$ cat src/rtl/luz_pkg.sv
// Shared types and default timing constants for the smart lighting blocks.
package luz_pkg;

  // Button classifier states.
  typedef enum logic [1:0] {
    IDLE  = 2'd0,
    PRESS = 2'd1,
    HELD  = 2'd2
  } botao_state_t;

  // Default press thresholds, in clk cycles of button held high.
  localparam int DEBOUNCE_T_DEF        = 100;
  localparam int SWITCH_MODE_MIN_T_DEF = 5000;

endpackage

$ cat src/rtl/classificador_botao.sv
// Button press classifier: counts consecutive high samples of the button and
// emits a one-cycle 'curto' (short press, on release) or 'longo' (long press,
// while still held). Both pulses are combinational so the consumer's
// registers react on the same edge that samples the deciding button level.
module classificador_botao
  import luz_pkg::*;
#(
  parameter int DEBOUNCE_T        = DEBOUNCE_T_DEF,
  parameter int SWITCH_MODE_MIN_T = SWITCH_MODE_MIN_T_DEF
) (
  input  logic clk,
  input  logic rst,
  input  logic push_button,
  output logic curto,
  output logic longo
);

  localparam int TW = $clog2(SWITCH_MODE_MIN_T + 1);
  localparam logic [TW-1:0] TP_MAX  = TW'(SWITCH_MODE_MIN_T);
  localparam logic [TW-1:0] TP_LONG = TW'(SWITCH_MODE_MIN_T - 1);
  localparam logic [TW-1:0] TP_DEB  = TW'(DEBOUNCE_T);
  localparam logic [TW-1:0] TP_ONE  = TW'(1);

  botao_state_t    state, state_nxt;
  logic [TW-1:0]   tp;

  // Consecutive-high counter: clears on any low sample, saturates at the
  // long-press threshold so a button held forever cannot wrap.
  always_ff @(posedge clk or posedge rst) begin
    if (rst)
      tp <= '0;
    else if (!push_button)
      tp <= '0;
    else if (tp != TP_MAX)
      tp <= tp + TP_ONE;
  end

  // State register.
  always_ff @(posedge clk or posedge rst) begin
    if (rst)
      state <= IDLE;
    else
      state <= state_nxt;
  end

  // Next state and press pulses. tp holds the number of highs seen before
  // the current sample, so tp == SWITCH_MODE_MIN_T-1 with the button still
  // high means this sample is the long-press threshold.
  always_comb begin
    state_nxt = state;
    curto     = 1'b0;
    longo     = 1'b0;
    unique case (state)
      IDLE: begin
        if (push_button)
          state_nxt = PRESS;
      end
      PRESS: begin
        if (!push_button) begin
          curto     = (tp >= TP_DEB);
          state_nxt = IDLE;
        end else if (tp == TP_LONG) begin
          longo     = 1'b1;
          state_nxt = HELD;
        end
      end
      HELD: begin
        // Release after a long press is deliberately silent.
        if (!push_button)
          state_nxt = IDLE;
      end
      default: state_nxt = IDLE;
    endcase
  end

endmodule

$ cat src/rtl/controle_lampada.sv
// Lamp control core: automatic mode follows presence and the shutdown pulse,
// manual mode toggles the lamp on short presses; a long press swaps modes.
module controle_lampada
  import luz_pkg::*;
#(
  parameter int DEBOUNCE_T        = DEBOUNCE_T_DEF,
  parameter int SWITCH_MODE_MIN_T = SWITCH_MODE_MIN_T_DEF
) (
  input  logic clk,
  input  logic rst,
  input  logic push_button,
  input  logic infravermelho,
  input  logic C,
  output logic L,
  output logic manual
);

  logic curto, longo;

  classificador_botao #(
    .DEBOUNCE_T       (DEBOUNCE_T),
    .SWITCH_MODE_MIN_T(SWITCH_MODE_MIN_T)
  ) u_botao (
    .clk        (clk),
    .rst        (rst),
    .push_button(push_button),
    .curto      (curto),
    .longo      (longo)
  );

  // Mode register: flips on each long press.
  always_ff @(posedge clk or posedge rst) begin
    if (rst)
      manual <= 1'b0;
    else if (longo)
      manual <= ~manual;
  end

  // Lamp register. The lamp holds through the mode-toggle cycle; the new
  // mode's rules start on the following cycle. In automatic mode presence
  // beats the shutdown pulse when both arrive together.
  always_ff @(posedge clk or posedge rst) begin
    if (rst)
      L <= 1'b0;
    else if (longo)
      L <= L;
    else if (manual) begin
      if (curto)
        L <= ~L;
    end else begin
      if (infravermelho)
        L <= 1'b1;
      else if (C)
        L <= 1'b0;
    end
  end

endmodule

$ cat config.mk
export PLATFORM = sky130hd
export DESIGN_NAME = controle_lampada
export DESIGN_NICKNAME = d
export VERILOG_FILES = /design/src/rtl/luz_pkg.sv /design/src/rtl/classificador_botao.sv /design/src/rtl/controle_lampada.sv
export SDC_FILE = /design/constraint.sdc
export NUM_CORES = 1
export LEC_CHECK = 0
export CAP_MARGIN = 20
export CORE_MARGIN = 1.5
export CORE_UTILIZATION = 45
export CTS_BUF_LIST = sky130_fd_sc_hd__clkbuf_8
export CTS_CLUSTER_DIAMETER = 80
export CTS_CLUSTER_SIZE = 30
export DETAILED_ROUTE_END_ITERATION = 8
export PLACE_DENSITY = 0.72
export SLEW_MARGIN = 0
export SYNTH_ARGS = -nofsm -noshare
export SYNTH_HDL_FRONTEND = slang
export SYNTH_SLANG_ARGS = --single-unit
$ cat constraint.sdc
create_clock -name clk -period 5.04 [get_ports clk]
set_input_delay 1.008 -clock clk [delete_from_list [all_inputs] [get_ports clk]]
set_output_delay 1.008 -clock clk [all_outputs]
set_load 0.01 [all_outputs]
==> results by group, run 1 <==
Outcome
  • Status: complete, no violations

Synthesis
  • Sequential element share of the synthesized area: 44.7%
  • Synth Area in Compound Gates: 6.31%
  • Post-synthesis async set-or-reset flop share: 100%
  • Synth Area in Simple Gates: 31.1%
  • Post-Synth Adder-Cell Area: 2.63%
  • Synth warnings: 0
  • Largest family of logic cells by synthesized area: simple AND/OR/NAND/NOR gates
  • Mapped Area: 952 µm²
  • Post-Syn Nets: 100
  • Synth Instances: 93
  • Proportion of synthesized area in mux cells: 1.05%
  • Synth unique cells: 33
  • EDFF count, synth: 0
  • Most used DFF post-synth: dfrtp_1
  • XOR/XNOR Fraction of Synth Area: 11.0%
  • Flops & latches, synth: 17
  • Avg Inst Size Synth: 10.2 µm²

Floorplanning
  • Height of the chip: 49 µm
  • I/O Pins: 7
  • Die area: 2400 µm²
  • Starting Density: 48.0%
  • FP Rows: 16
  • Die Width: 49 µm
  • Core area: 1980 µm²

Timing
  • Sum of negative setup slack: 0 ps
  • Worst slew pin tran: 636 ps
  • Slew headroom: 57.5%
  • Max-slew violations: 0
  • Crit path time final: 2800 ps
  • Worst Skew: 1.16 ps
  • Fmax: 0.357 GHz
  • Final period utilization: 55.5%
  • Final setup fails: 0
  • Final hold vios: 0
  • RSZ-0062 raised after global routing: false

Hold path
  • Critical hold path startpoint: u_botao.state[0]$_DFFE_PP0P_
  • WHS Endpoint: u_botao.state[1]$_DFFE_PP0P_
  • Hold crit path type: reg2reg
  • Hold depth: 1

Layout
  • Final net count: 108
  • P&R area growth vs syn: 13.4%
  • Area of the multi-input gates: 497 µm²
  • Sequential Area: 425 µm²
  • Inserted Diodes: 0
  • # fillers: 176
  • Post-route insts no fill: 127
  • Layout cell share with drive strength beyond 1: 8.00%

Power
  • Combinational share of power: 7.9%
  • Peak supply drop: 134 µV
  • Power share of the sequential group: 54.7%
  • Switch share: 22.6%
  • Clk pwr share: 37.4%
  • Pwr dens: 245 nW/µm²
  • P_int: 0.205 mW
  • Net switching power: 0.0598 mW
  • Leak pwr: 0.470 nW

Route
  • DR vias/cell: 5.54
  • Iteration count of the initial detailed-routing pass: 4
  • Vias: 704
  • Routed WL: 1730 µm
  • Initial DRC Count: 9
  • WL per Instance: 13.6 µm
  • Antenna viol nets, final: 0
  • DRC: 0

Global route
  • Vias in the first global route: 740
  • Busiest layer in global routing: met2
  • Met1 Resource Use GR: 19.7%
  • Initial antenna violation count: 0
  • Met2 usage: 29.7%
  • GRT Util Overall: 17.2%
  • GR Overflow Total: 0
  • First-pass GRT wire length: 3190 µm
  • GRT met3 Usage: 4.60%
  • Largest net degree at the start of global routing: 18

Critical path
  • Critical Path Start Type: input port
  • Reg2reg setup slack: 3200 ps
  • Crit path kind: in2reg
  • FF-to-FF End: L$_DFFE_PP0P_
  • Worst-path fanout max: 17
  • Worst Setup End Kind: register
  • Worst R2R Start: u_botao.tp[7]$_DFFE_PP0P_
  • Worst R2R Path Depth: 4
  • Arrival @ worst endpoint: 2910 ps
  • Worst path required time: 5160 ps

Flow run
  • Max cap viols: 0

Clock network
  • H-Tree Depth: 1
  • Inserted Clock Buffers: 3
  • CTS resizes: 0
  • Clock Sinks: 17
  • Buffer levels on the longest clock path: 2
  • Hold Buf Count CTS: 0
  • Clk Latency, worst-skew pair: 250 ps
  • CTS root buffer: clkbuf_8
  • Reg clk slew, reported paths: 60 ps
  • Post-CTS setup buffer count: 0
  • CTS tree: yes

Placed design
  • Dpl hpwl: 1260 µm
  • Number of port buffers: 6
  • RD Place Congestion: 0.838
  • Placed insts: 123
## cell type report
class	instances	share of cell area, %
multi-input combinational	68	46.0
clock buffer	3	3.82
sequential	17	39.4
timing repair buffer	6	5.56
tap	27	3.13
inverter	5	1.74
clock inverter	1	0.348
## worst max path at each step
stage | from | to | slack, ps
after CTS | push_button | L$_DFFE_PP0P_ | 2240
final | push_button | L$_DFFE_PP0P_ | 2240
after floorplan | push_button | L$_DFFE_PP0P_ | 2880
after global placement | push_button | L$_DFFE_PP0P_ | 2010
after detailed placement | push_button | L$_DFFE_PP0P_ | 1980
after global routing | push_button | L$_DFFE_PP0P_ | 2080
## stage by stage
step | util (%) | setup WS [ps] | hold slack (ps) | cell area, µm² | total power [mW]
3_3_place_gp | 52.2 | 2010 | 478 | 1030 | 0.168
2_1_floorplan | - | 2880 | 444 | 952 | 0.159
6_report | 54.5 | 2240 | 496 | 1080 | 0.265
4_1_cts | 54.5 | 2240 | 492 | 1080 | 0.270
5_1_grt | 54.5 | 2080 | 525 | 1080 | 0.279
3_5_place_dp | 52.2 | 1980 | 482 | 1030 | 0.169
## critical path, cell delays in order
cell	delay, ps
clkdlybuf4s50_1	770
or4b_2	640
nor4_2	310
o221ai_1	180
## routing by layer
metal,share of wire (%),vias to the layer above
met5,0,-
met2,49,20
li1,-,340
met4,1.3,0
met1,44,342
met3,5.2,2
## Yosys cell counts (2+ instances only)
master | instances | share of area [%]
and2_1 | 10 | 6.6
clkbuf_1 | 3 | 1.2
dfrtp_1 | 17 | 45
ha_1 | 2 | 2.6
inv_1 | 5 | 2.0
nand2_1 | 6 | 2.4
nand3_1 | 4 | 2.1
nand4_1 | 3 | 2.0
nor2_1 | 2 | 0.79
nor2b_1 | 2 | 1.3
nor3_1 | 2 | 1.1
nor3b_1 | 2 | 1.6
nor4_1 | 4 | 2.6
o21ai_0 | 2 | 1.1
xnor2_1 | 6 | 5.5
xor2_1 | 6 | 5.5
## layout by cell type (no fill, tap or decap), drive strengths merged, types with 2 or more instances in the layout
| master | count |
|---|---|
| and2 | 10 |
| clkbuf | 3 |
| clkdlybuf4s50 | 6 |
| dfrtp | 17 |
| ha | 2 |
| inv | 6 |
| nand2 | 6 |
| nand3 | 4 |
| nand4 | 3 |
| nor2 | 2 |
| nor2b | 2 |
| nor3 | 2 |
| nor3b | 2 |
| nor4 | 6 |
| o21ai | 2 |
| or4b | 2 |
| xnor2 | 6 |
| xor2 | 6 |
## power by group through the flow
stage          registers [mW]  clock network (mW)  logic (mW)
2_1_floorplan           0.146                   0      0.0127
3_3_place_gp            0.147                   0      0.0208
3_5_place_dp            0.147                   0      0.0216
4_1_cts                 0.145               0.104      0.0217
5_1_grt                 0.146               0.109      0.0242
6_report                0.145              0.0989      0.0210
## registers in the layout (all words and copies together) (netlist names)
signal         count
u_botao.tp        13
u_botao.state      2
L                  1
manual             1
## kinds of logic after synthesis
logic type	after synthesis
simple gates	45
flops	17
xor+xnor	12
compound gates	8
buf+inv	8
fa+ha+maj	2
mux	1
(Power assumes the default switching activity.)
==> run 2, diff against run 1 <==
- clock period: 5.04 -> 2.9 ns (I/O delays scaled with it)
==> run 2 against run 1 <==
Flip-flop and latch count unchanged. Final cell count up 0.79%. Setup slack worse by 1400 ps. Highest routed layer unchanged. Critical endpoint unchanged.
==> results by group, run 2 (synthesis results as in run 1) <==
Outcome
  • Status: complete, no violations

Clock network
  • Post-CTS setup buffer count: 0 (unchanged)
  • Reg clk slew, reported paths: 70 ps (about the same)
  • Inserted Clock Buffers: 3 (unchanged)
  • H-Tree Depth: 1 (unchanged)
  • CTS resizes: 0 (unchanged)
  • Hold Buf Count CTS: 0 (unchanged)
  • CTS root buffer: clkbuf_8
  • Clk Latency, worst-skew pair: 250 ps (about the same)
  • Buffer levels on the longest clock path: 2 (unchanged)
  • CTS tree: yes
  • Clock Sinks: 17 (unchanged)

Critical path
  • Worst Setup End Kind: register
  • Worst setup path start: push_button
  • Crit-path leading delay family: simple AND/OR/NAND/NOR gates
  • CP Buf/Inv Count: 1 (unchanged)
  • Worst R2R Start: u_botao.tp[7]$_DFFE_PP0P_
  • Arrival @ worst endpoint: 2210 ps (-700 ps)
  • Critical Path Start Type: input port
  • Worst-path fanout max: 4 (-13)
  • Critical path's slowest cell: or4b_2
  • Worst path required time: 3010 ps (-2150 ps)
  • Crit path kind: in2reg
  • Crit path cell chain: clkdlybuf4s50_1 > or4b_2 > nor4_2 > o221ai_1
  • Worst path max stage delay: 610 ps (-160 ps)

Route
  • Antenna viol nets, final: 0 (unchanged)
  • DRC: 0 (unchanged)
  • Routed WL: 1740 µm (+0.70%)
  • Initial DRC Count: 28 (+19)
  • Vias: 687 (-2.4%)
  • Iteration count of the initial detailed-routing pass: 4 (unchanged)
  • WL per Instance: 13.6 µm (about the same)
  • DR vias/cell: 5.37 (-3.2%)

Layout
  • Top reg by flops: u_botao.tp
  • Most frequent cells in the layout: dfrtp_1, and2_1
  • # fillers: 170 (-3.4%)
  • P&R area growth vs syn: 14.3%
  • Inserted Diodes: 0 (unchanged)
  • Final net count: 109 (+0.93%)
  • Max reg flops: 13 (unchanged)
  • Layout cell share with drive strength beyond 1: 9.90% (+1.9 points)
  • Area of the multi-input gates: 497 µm² (unchanged)
  • Sequential Area: 425 µm² (unchanged)
  • Biggest regs: u_botao.tp x13, u_botao.state x2
  • Leading cell type in the layout, fill and taps excluded: dfrtp_1
  • Final Util: 54.9% (+0.44 points)

Floorplanning
  • FP Rows: 16 (unchanged)
  • Core area: 1980 µm² (unchanged)
  • Height of the chip: 49 µm (unchanged)
  • Starting Density: 48.0% (unchanged)
  • Die Width: 49 µm (unchanged)
  • Die area: 2400 µm² (unchanged)
  • I/O Pins: 7 (unchanged)

Timing
  • Worst slew pin tran: 630 ps (-6.41 ps)
  • Final setup fails: 0 (unchanged)
  • Final period utilization: 72.3%
  • Max-slew violations: 0 (unchanged)
  • Final hold vios: 0 (unchanged)
  • RSZ-0062 raised after global routing: false
  • Fmax: 0.477 GHz
  • Worst Skew: 3.11 ps (+1.95 ps)
  • Slew headroom: 58.0% (+0.43 points)
  • Post-route setup slack: 805 ps (-1440 ps)
  • Crit path time final: 2100 ps
  • Sum of negative setup slack: 0 ps (unchanged)

Placed design
  • Number of port buffers: 6 (unchanged)
  • Worst slack, placed: 546 ps (-1440 ps)
  • Dpl hpwl: 1200 µm (-4.5%)
  • RD Place Congestion: 0.750 (-10%)

Global route
  • GRT Util Overall: 17.0% (-0.24 points)
  • Largest net degree at the start of global routing: 18 (unchanged)
  • First-pass GRT wire length: 3120 µm (-2.4%)
  • Initial antenna violation count: 0 (unchanged)
  • GR Overflow Total: 0 (unchanged)
  • Vias in the first global route: 684 (-7.6%)

Power
  • Peak supply drop: 210 µV (+57%)
  • Pwr dens: 425 nW/µm² (+73%)
  • Leak pwr: 0.473 nW (+0.72%)

Hold path
  • Hold crit path type: reg2reg
  • Critical hold path startpoint: u_botao.state[0]$_DFFE_PP0P_

Flow run
  • Max cap viols: 0 (unchanged)
## run 2: layout make-up
class                      count  share of cell area [%]
clock buffer                   3                    3.79
tap                           27                    3.10
sequential                    17                    39.1
inverter                       5                    1.72
timing repair buffer           7                    6.21
clock inverter                 1                   0.460
multi-input combinational     68                    45.6
## run 2: final timing paths
kind | to | slack [ps] | cells after the start
setup / recovery | L$_DFFE_PP0P_ | 800 | 4
hold / removal | u_botao.state[1]$_DFFE_PP0P_ | 490 | 1
setup reg to reg | L$_DFFE_PP0P_ | 1040 | 4
hold reg to reg | u_botao.state[1]$_DFFE_PP0P_ | 490 | 1
max in group asynchronous | u_botao.tp[2]$_DFFE_PP0P_ | 1780 | 2
min in group asynchronous | u_botao.tp[10]$_DFFE_PP0P_ | 710 | 2
## run 2: where the power goes
group	internal, mW	total [mW]	switching (mW)
clock network	0.0951	0.173	0.0782
registers	0.244	0.252	0.00841
logic	0.0195	0.0375	0.0180
total	0.358	0.463	0.105
## run 2: through the flow
stage | power [mW] | area, µm² | hold WS, ps | cells
2_1_floorplan | 0.276 | 952 | 444 | 93
3_3_place_gp | 0.293 | 1040 | 467 | 124
3_5_place_dp | 0.295 | 1040 | 480 | 124
4_1_cts | 0.468 | 1090 | 489 | 128
5_1_grt | 0.488 | 1090 | 504 | 128
6_report | 0.463 | 1090 | 487 | 128
## run 2: worst reg2reg max path: stages, from the launching register on
cell      delay (ps)
dfrtp_1          440
or4_1            530
o311ai_0         440
xor2_1           180
o221ai_1         130
## run 2: per-layer routing
metal,global-route usage [%],vias up,part of all wire (%)
met1,22.6,325,47
met5,0,-,0
met4,7.14,0,0.75
met3,3.07,2,4.2
met2,27.2,17,48
li1,-,343,-
